`config.mk`:
```
export PLATFORM = sky130hd
export DESIGN_NAME = multi_player_clock
export DESIGN_NICKNAME = d
export VERILOG_FILES = /design/src/rtl/multi_player_clock_pkg.sv /design/src/rtl/multi_player_clock_tick_prescaler.sv /design/src/rtl/multi_player_clock.sv
export SDC_FILE = /design/constraint.sdc
export NUM_CORES = 1
export LEC_CHECK = 0
export CAP_MARGIN = 20
export CORE_UTILIZATION = 42
export CTS_CLUSTER_SIZE = 8
export DETAILED_ROUTE_END_ITERATION = 8
export GPL_ROUTABILITY_DRIVEN = 0
export GPL_TIMING_DRIVEN = 0
export PLACE_DENSITY = 0.58
export SLEW_MARGIN = 20
export SYNTH_ARGS = -nofsm -noshare
export SYNTH_HDL_FRONTEND = slang
export SYNTH_HIERARCHICAL = 1
export SYNTH_SLANG_ARGS = --single-unit
```
`constraint.sdc`:
```
create_clock -name clock -period 13.6 [get_ports clock]
set_clock_uncertainty 0.05 [all_clocks]
set_input_delay 2.04 -clock clock [delete_from_list [all_inputs] [get_ports clock]]
set_output_delay 2.04 -clock clock [all_outputs]
set_load 0.01 [all_outputs]
```
`src/rtl/multi_player_clock_pkg.sv`:
```
// Shared types, widths and time helpers for the multi-player chess clock.
package multi_player_clock_pkg;

    typedef enum logic [1:0] {
        IDLE   = 2'd0,
        RUN    = 2'd1,
        PAUSED = 2'd2,
        OVER   = 2'd3
    } state_t;

    localparam int TW = 13;
    localparam logic [TW-1:0] MAX_SECONDS = 13'd5999;

    typedef struct packed {
        logic [6:0] minutes;
        logic [3:0] sec_tens;
        logic [3:0] sec_units;
    } digits_t;

    function automatic logic [TW-1:0] init_seconds(input int minutes, input int seconds);
        return TW'(minutes * 60 + seconds);
    endfunction

    function automatic digits_t to_digits(input logic [TW-1:0] t);
        digits_t d;
        logic [TW-1:0] rem_s;
        rem_s       = t % 13'd60;
        d.minutes   = 7'(t / 13'd60);
        d.sec_tens  = 4'(rem_s / 13'd10);
        d.sec_units = 4'(rem_s % 13'd10);
        return d;
    endfunction

endpackage

```
`src/rtl/multi_player_clock_tick_prescaler.sv`:
```
// Divides the system clock down to a one-cycle tick per timed second.
module tick_prescaler
    import multi_player_clock_pkg::*;
#(
    parameter int TICKS_PER_SEC = 50_000_000
) (
    input  logic clock,
    input  logic reset,
    input  logic enable,
    input  logic clear,
    output logic tick
);

    localparam int CW = (TICKS_PER_SEC > 1) ? $clog2(TICKS_PER_SEC) : 1;
    localparam logic [CW-1:0] LAST_COUNT = CW'(TICKS_PER_SEC - 1);

    logic [CW-1:0] count_r;

    assign tick = enable && (count_r == LAST_COUNT);

    // Count register: holds while disabled so a paused partial second survives.
    always_ff @(posedge clock) begin
        if (reset) begin
            count_r <= {CW{1'b0}};
        end else if (clear || tick) begin
            count_r <= {CW{1'b0}};
        end else if (enable) begin
            count_r <= count_r + CW'(1);
        end
    end

endmodule

```
`src/rtl/multi_player_clock.sv`:
```
// N-player chess clock: per-player countdown, Fischer increment, pause/resume,
// sticky timeout flags and registered decimal digits for one selected player.
module multi_player_clock
    import multi_player_clock_pkg::*;
#(
    parameter int NUM_PLAYERS   = 2,
    parameter int MINUTES       = 5,
    parameter int SECONDS       = 0,
    parameter int INCREMENT_S   = 0,
    parameter int TICKS_PER_SEC = 50_000_000
) (
    input  logic                           clock,
    input  logic                           reset,
    input  logic                           start,
    input  logic                           pause,
    input  logic                           move_done,
    input  logic [$clog2(NUM_PLAYERS)-1:0] display_sel,
    output logic [$clog2(NUM_PLAYERS)-1:0] active_player,
    output logic                           running,
    output logic [NUM_PLAYERS-1:0]         timeout,
    output logic                           game_over,
    output logic [6:0]                     disp_minutes,
    output logic [3:0]                     disp_sec_tens,
    output logic [3:0]                     disp_sec_units
);

    localparam int AW = $clog2(NUM_PLAYERS);
    localparam int SW = TW + 1;
    localparam logic [TW-1:0] INIT        = init_seconds(MINUTES, SECONDS);
    localparam logic [SW-1:0] INC_W       = SW'(INCREMENT_S);
    localparam logic [AW-1:0] LAST_PLAYER = AW'(NUM_PLAYERS - 1);
    localparam digits_t       INIT_DIGITS = to_digits(INIT);

    state_t                 state_r, state_n;
    logic [TW-1:0]          time_r [NUM_PLAYERS];
    logic [AW-1:0]          active_r, active_n;
    logic [NUM_PLAYERS-1:0] timeout_r, timeout_n;
    logic                   running_r, running_n;
    logic                   game_over_r, game_over_n;
    digits_t                digits_r, digits_s;
    logic [AW-1:0]          sel_s;
    logic                   run_s, tick_s, expire_s, move_fire_s, write_en_s;
    logic [TW-1:0]          cur_time_s, dec_time_s, new_time_s;
    logic [SW-1:0]          sum_s;

    assign run_s = (state_r == RUN);

    tick_prescaler #(
        .TICKS_PER_SEC(TICKS_PER_SEC)
    ) u_prescaler (
        .clock  (clock),
        .reset  (reset),
        .enable (run_s),
        .clear  (move_fire_s),
        .tick   (tick_s)
    );

    // Active-player datapath: tick decrement, expiry, then saturating increment.
    always_comb begin
        cur_time_s  = time_r[active_r];
        expire_s    = run_s && tick_s && (cur_time_s <= 13'd1);
        move_fire_s = run_s && move_done && !expire_s;
        write_en_s  = run_s && (tick_s || move_done);
        if (run_s && tick_s && (cur_time_s != 13'd0)) begin
            dec_time_s = cur_time_s - 13'd1;
        end else begin
            dec_time_s = cur_time_s;
        end
        sum_s = {1'b0, dec_time_s} + INC_W;
        if (!move_fire_s) begin
            new_time_s = dec_time_s;
        end else if (sum_s > {1'b0, MAX_SECONDS}) begin
            new_time_s = MAX_SECONDS;
        end else begin
            new_time_s = sum_s[TW-1:0];
        end
        if (state_r == IDLE) begin
            active_n = {AW{1'b0}};
        end else if (move_fire_s) begin
            active_n = (active_r == LAST_PLAYER) ? {AW{1'b0}} : active_r + AW'(1);
        end else begin
            active_n = active_r;
        end
        timeout_n = timeout_r;
        if (expire_s) begin
            timeout_n[active_r] = 1'b1;
        end else begin
            timeout_n = timeout_r;
        end
    end

    // FSM state register.
    always_ff @(posedge clock) begin
        if (reset) begin
            state_r <= IDLE;
        end else begin
            state_r <= state_n;
        end
    end

    // FSM next state; expiry beats pause, pause beats start.
    always_comb begin
        state_n = state_r;
        case (state_r)
            IDLE:    state_n = start ? RUN : IDLE;
            RUN: begin
                if (expire_s) begin
                    state_n = OVER;
                end else if (pause) begin
                    state_n = PAUSED;
                end else begin
                    state_n = RUN;
                end
            end
            PAUSED:  state_n = start ? RUN : PAUSED;
            OVER:    state_n = OVER;
            default: state_n = IDLE;
        endcase
    end

    // FSM outputs, decoded from the next state so they flip with it.
    always_comb begin
        running_n   = 1'b0;
        game_over_n = 1'b0;
        case (state_n)
            RUN:     running_n   = 1'b1;
            OVER:    game_over_n = 1'b1;
            default: begin
                running_n   = 1'b0;
                game_over_n = 1'b0;
            end
        endcase
    end

    // Per-player remaining time; only the active entry is ever written.
    always_ff @(posedge clock) begin
        if (reset) begin
            for (int p = 0; p < NUM_PLAYERS; p++) begin
                time_r[p] <= INIT;
            end
        end else if (write_en_s) begin
            time_r[active_r] <= new_time_s;
        end
    end

    generate
        if (NUM_PLAYERS == (1 << AW)) begin : g_sel_full
            assign sel_s = display_sel;
        end else begin : g_sel_clamp
            assign sel_s = (display_sel <= LAST_PLAYER) ? display_sel : {AW{1'b0}};
        end
    endgenerate

    assign digits_s = to_digits(time_r[sel_s]);

    // Registered status and display outputs.
    always_ff @(posedge clock) begin
        if (reset) begin
            active_r    <= {AW{1'b0}};
            timeout_r   <= {NUM_PLAYERS{1'b0}};
            running_r   <= 1'b0;
            game_over_r <= 1'b0;
            digits_r    <= INIT_DIGITS;
        end else begin
            active_r    <= active_n;
            timeout_r   <= timeout_n;
            running_r   <= running_n;
            game_over_r <= game_over_n;
            digits_r    <= digits_s;
        end
    end

    assign active_player  = active_r;
    assign timeout        = timeout_r;
    assign running        = running_r;
    assign game_over      = game_over_r;
    assign disp_minutes   = digits_r.minutes;
    assign disp_sec_tens  = digits_r.sec_tens;
    assign disp_sec_units = digits_r.sec_units;

endmodule

```
# After elaboration in Yosys (flattened, before gate mapping)
# Memory sizes are Yosys's and may differ from the RTL's. A register that Yosys moved wholly into a read port is not among the register bits.
# Index checks and enable logic that the tools add are counted.
[op_classes]
n_bitwise = 1
add_sub_neg = 3
magnitude_cmp = 4
n_reduce_logical = 16
div_mod_pow = 4
n_eq_ne = 6
mux = 23
[op_table]
columns = ["cell", "count"]
rows = [
  ["$mux W13", 4],
  ["$add A26 B1 Y26 const B", 1],
  ["$eq A26 B26 Y1 const B", 1],
  ["$mux W1", 14],
  ["$div A13 B4 Y13 const B", 1],
  ["$div A13 B6 Y13 const B", 1],
  ["$gt A13 B13 Y1 const B", 1],
  ["$le A13 B1 Y1 const B", 1],
  ["$mod A13 B4 Y13 const B", 1],
  ["$mod A13 B6 Y13 const B", 1],
  ["$reduce_bool A13 Y1", 1],
  ["$reduce_or A13 Y1", 1],
  ["$sub A13 B1 Y13 const B", 1],
  ["$logic_and A1 B1 Y1", 8],
  ["$pmux W2 S4", 1],
  ["$eq A2 B2 Y1 const B", 3],
  ["$mux W2", 3],
  ["$eq A2 B1 Y1 const B", 2],
  ["$reduce_or A2 Y1", 2],
  ["$logic_not A2 Y1", 1],
  ["$logic_or A1 B1 Y1", 2],
  ["$lt A1 B2 Y1 const B", 1],
  ["$or A2 B2 Y2", 1],
  ["$add A1 B1 Y1 const B", 1],
  ["3 further kinds", 3],
]
[totals]
elab_cells = 67
reg_bits = 48
memories = 1
output_inout_bits = 20
in_bits = 6
ram_bits = 26
[mem_list]
columns = ["name", "words", "word_bits", "rd", "rd_clocked_by_memory_dff", "wr", "line", "text"]
rows = [
  ["time_r", 2, 13, 2, 1, 2, "multi_player_clock.sv:35", "logic [TW-1:0] time_r [NUM_PLAYERS];"],
]

# Longest topological paths before layout
# Gate-level depths: netlist (run 1).
[depth]
word_depth = 9
mapped_depth = 26
mapped_depth_nobuf = 24

# Hierarchy
# The synthesis (run 1) kept the hierarchy.
[by_module_without_submodules]
columns = ["module", "cells_per_inst", "area_each_um2", "n_inst", "seq_area_each_um2"]
rows = [
  ["multi_player_clock", 418, 3707.3, 1, 1241.2],
  ["tick_prescaler", 145, 1267.5, 1, 520.5],
]

# Worst setup path before layout (run 1)
# Ideal clock, no wire load.
[synth_timing]
path_type = "input to register"
startpoint = "input display_sel"
endpoint = "register digits_r (netlist bit disp_sec_units[1])"
stages = 25
n_path_buf = 1
setup_time_ns = 0.072
slack_ns = 6.410
t_required_ns = 13.478
t_arrival_ns = 7.068
cell_sequence = "buf_6 -> mux2_4 -> a211o_1 -> o21ai_2 -> mux2_4 -> and3b_1 -> a22oi_2 -> mux2_4 -> a21o_1 -> a2111oi_4 -> o21ai_1 -> a21boi_2 -> nor3_1 -> mux2_2 -> nand2b_1 -> nor3_1 -> a221oi_1 -> ha_1 -> a21oi_1 -> inv_1 -> a211oi_1 -> nand4_1 -> o311ai_2 -> nand2b_1 -> mux2i_1"
[synth_between]
elab_chain_len = 3
[synth_lines]
columns = ["element", "line", "text"]
rows = [
  ["from (decl)", "multi_player_clock.sv:17", "input logic [$clog2(NUM_PLAYERS)-1:0] display_sel,"],
  ["$mem_v2 Z2 W13", "n/a", ""],
  ["$mod A13 B6 Y13", "multi_player_clock_pkg.sv:27", "rem_s = t % 13'd60;"],
  ["$mod A13 B4 Y13", "multi_player_clock_pkg.sv:30", "d.sec_units = 4'(rem_s % 13'd10);"],
  ["to (signal assigned)", "multi_player_clock.sv:169", "digits_r <= digits_s;"],
  ["to (decl)", "multi_player_clock.sv:40", "digits_t digits_r, digits_s;"],
]
# Every way passes these cells.
# A chain may end at the register's enable or synchronous reset.

# Worst setup path after layout (run 1)
[layout_timing]
startpoint = "input display_sel"
endpoint = "register digits_r (netlist bit disp_sec_units[3])"
# The elaborated chain is that of the path after synthesis.

==> flow_metrics.env, run 1 <==
export IMPL_status="finished, final reports clean"
export IMPL_synth_compound_area_share_pct=21.4
export IMPL_worstMarginPinSlew_ps=778
export IMPL_hold_depth=2
export IMPL_cts_root_buf="clkbuf_16"
export IMPL_cap_violations=0
export IMPL_fmax_mhz=123
export IMPL_clkSinkCount=75
export IMPL_grt_setup_unrepaired="no"
export IMPL_cts_buffer_depth=2
export IMPL_clock_latency_ps=340
export IMPL_wl_per_cell_um=15.6
export IMPL_crit_top_cell="a21oi_1"
export IMPL_nets=610
export IMPL_vias_per_cell=5.76
export IMPL_hp_class="flip-flop to flip-flop"
export IMPL_ant_nets=0
export IMPL_antenna_found_initial=0
export IMPL_holdWs_ps=426
export IMPL_postCtsHoldBufs=0
export IMPL_ir_drop_mv=0.0763
export IMPL_synthSimpleGateAreaFrac_pct=24.5
export IMPL_syn_to_final_growth_pct=14.6
export IMPL_htree_levels=3
export IMPL_drv_slew=0
export IMPL_post_route_period_util_pct=59.7
export IMPL_crit_path_start_kind="input pin"
export IMPL_crit_family="compound AO/OA/AOI/OAI gates"
export IMPL_fill_cells=1069
export IMPL_grt_max_degree=14
export IMPL_overflow=0
export IMPL_cp_data_required_time_ps=13830
export IMPL_synth_fa_ha_area_share_pct=1.69
export IMPL_syn_num_nets=574
export IMPL_synth_ff_type="dfxtp_1"
export IMPL_arrival_ps=8350
export IMPL_chipWidth_um=111
export IMPL_muxShareOfSynthArea_pct=8.50
export IMPL_cp_slowest_cell="a221oi_1"
export IMPL_layout_commonest_cell="nor2_1"
export IMPL_dieArea_um2=12300
export IMPL_hold_viol_final=0
export IMPL_synth_async_sr_flop_share_pct=0
export IMPL_cts_resized=0
export IMPL_grtUsageTotal_pct=19.8
export IMPL_end_kind="flip-flop"
export IMPL_syn_area_um2=4970
export IMPL_p_leak_uw=0.00196
export IMPL_start_util_pct=43.4
export IMPL_layout_min_cycle_time_ps=8120
export IMPL_finalSetupTns_ps=0
export IMPL_place_ws_ps=5180
export IMPL_cts_tree="done"
export IMPL_setup_viol=0
export IMPL_timing_rr_start="time_r[0][10]$_SDFFCE_PN0P_"
export IMPL_synth_edf_count=26
export IMPL_antenna_cells=0
export IMPL_path_class="input pin to flip-flop"
export IMPL_drive_above_1_share_pct=10.9
export IMPL_multi_input_area_um2=3050
export IMPL_synth_top_family_by_area="simple AND/OR/NAND/NOR gates"
export IMPL_wl_um=11600
export IMPL_crit_cells=26
export IMPL_drc=0
export IMPL_postCtsSetupRepairBufs=0
export IMPL_synth_xor_area_share_pct=5.06
export IMPL_grt_pass1_wl_um=19800
export IMPL_ys_warn_count=6
export IMPL_numCtsBuffers=9
export IMPL_setup_slack_ps=5480
export IMPL_r2r_slack_ps=7220
export IMPL_drtPass1Iterations=4
export IMPL_drtIter0Drc=274
export IMPL_register_area_um2=1760
export IMPL_core_um2=11500
export IMPL_max_slew_margin_rel_pct=46.7
export IMPL_critPathMaxFanout=10
export IMPL_path_clk_slew_ps=60
export IMPL_io_buffer_count=25
export IMPL_yosysSeqAreaShare_pct=35.4
export IMPL_avgSynthCellArea_um2=8.84
export IMPL_synth_cell_types=93
export IMPL_ios=26
export IMPL_power_density_nw_per_um2=126
export IMPL_grt_pass1_vias=4153
export IMPL_path_buf_inv=3
export IMPL_routed_via_count=4303
export IMPL_min_to="u_prescaler/count_r[21]$_SDFFE_PP0P_"
export IMPL_fp_dieH_um=111
export IMPL_min_from="u_prescaler/count_r[21]$_SDFFE_PP0P_"
export IMPL_layout_common_cells="74 x nor2_1, 49 x dfxtp_1, 42 x nand2_1"
export IMPL_synthCells=563
export IMPL_worstReg2RegEnd="disp_sec_units[3]$_SDFF_PP0_"
export IMPL_hpwl_um=8430
export IMPL_max_stage_delay_ps=510
export IMPL_rr_worst_depth=24
export IMPL_num_rows=39
export IMPL_ys_ff_latch=75
==> worst register-to-register path: stages (launching register included) <==
cell	delay, ps
edfxtp_1	510
and4b_1	260
or2_1	270
o21ai_2	290
mux2_4	340
a21oi_1	260
o2111a_1	270
o22ai_2	90
xnor2_2	380
nand3_1	210
a21oi_1	450
a211oi_2	110
a31o_1	280
or3_4	410
a21oi_1	280
nor3_1	100
a221oi_1	510
ha_1	260
a21oi_1	70
inv_1	70
a211oi_1	40
nand4_1	130
o311ai_2	150
or3_1	390
a21oi_1	130
==> metrics by stage <==
step / utilization [%] / area, um^2 / instances / total power [uW]
finish: 49.7 / 5700 / 747 / 720
global route: 49.7 / 5700 / 747 / 757
CTS: 49.7 / 5700 / 747 / 723
detailed placement: 47.1 / 5400 / 731 / 483
global placement: 47.1 / 5400 / 731 / 481
floorplan: - / 4970 / 563 / 427
==> layer usage <==
metal / part of all wire [%] / track usage, %
met5: 0 / 0
met4: 1.7 / 8.27
met3: 2.9 / 3.23
met2: 48 / 34.1
met1: 47 / 24.5
==> logic make-up (layout without fill, tap and decap cells) <==
logic type | count (synthesis) | in the layout
other | 1 | 1
AO/OA/AOI/OAI | 143 | 143
buffers and inverters | 35 | 76
XOR/XNOR | 27 | 27
flip-flops | 75 | 75
adder cells (fa/ha/maj) | 7 | 7
multiplexers | 39 | 39
AND/OR/NAND/NOR | 236 | 236
==> layout make-up <==
class,instances,share of cell area [%]
Buffer,17,1.71
Clock buffer,12,4.70
Clock inverter,4,0.527
Inverter,18,1.18
Multi-Input combinational cell,453,53.5
Sequential cell,75,30.9
Tap cell,143,3.14
Timing Repair Buffer,25,4.39
==> synth_stat cells (all sizes together), types with 6 or more instances <==
library cell,n,area share (%)
mux2,11,2.7
nand3,21,2.5
or3,15,2.1
inv,18,1.4
and3,6,0.75
xnor2,16,3.1
mux2i,28,5.8
a21o,10,1.5
a211oi,6,1.1
nor3,21,2.1
nand4,10,1.3
a21oi,37,3.9
o21ai,26,2.7
xor2,11,1.9
nand2,43,3.3
edfxtp,26,16
clkbuf,10,0.75
nor2,74,5.6
dfxtp,49,20
o31ai,10,1.6
buf,7,1.2
or4,7,1.1
o22ai,7,1.0
==> sequential cells by signal, indices dropped and copies added (netlist names), named ones only <==
signal	count
u_prescaler/count_r	26
timeout	2
state_r	2
disp_minutes	7
time_r	26
running	1
disp_sec_units	4
active_player	1
disp_sec_tens	4
game_over	1
==> power breakdown <==
part / leakage, uW / internal (uW) / switching, uW / total [uW]
clock: 0.000149 / 141 / 98.7 / 239
sequential: 0.000640 / 246 / 6.30 / 253
combinational: 0.00117 / 99.7 / 128 / 227
total: 0.00196 / 487 / 233 / 720
==> worst max path at each step <==
stage | startpoint | end | slack (ps)
after floorplan | display_sel | disp_sec_units[1]$_SDFF_PP0_ | 6410
after global placement | display_sel | disp_sec_units[3]$_SDFF_PP0_ | 5230
after detailed placement | display_sel | disp_sec_units[3]$_SDFF_PP0_ | 5180
after CTS | display_sel | disp_sec_units[3]$_SDFF_PP0_ | 5530
after global routing | display_sel | disp_sec_units[3]$_SDFF_PP0_ | 5050
final | display_sel | disp_sec_units[3]$_SDFF_PP0_ | 5480
(Power assumes the default switching activity.)
==> run 2, diff against run 1 <==
==> constraint.sdc (replaced) <==
create_clock -name clock -period 8.5 [get_ports clock]
set_clock_uncertainty 0.05 [all_clocks]
set_input_delay 1.275 -clock clock [delete_from_list [all_inputs] [get_ports clock]]
set_output_delay 1.275 -clock clock [all_outputs]
set_load 0.01 [all_outputs]
==> results of run 2 <==
The final DEF is identical to that of run 1. Status: finished, final reports clean.
Main changes from that run: setup slack after placement 5180 ps -> 844 ps; setup slack after layout 5480 ps -> 1140 ps; register-to-register setup slack 7220 ps -> 2120 ps; total power 720 uW -> 1150 uW; worst IR drop on VDD 0.0763 mV -> 0.122 mV
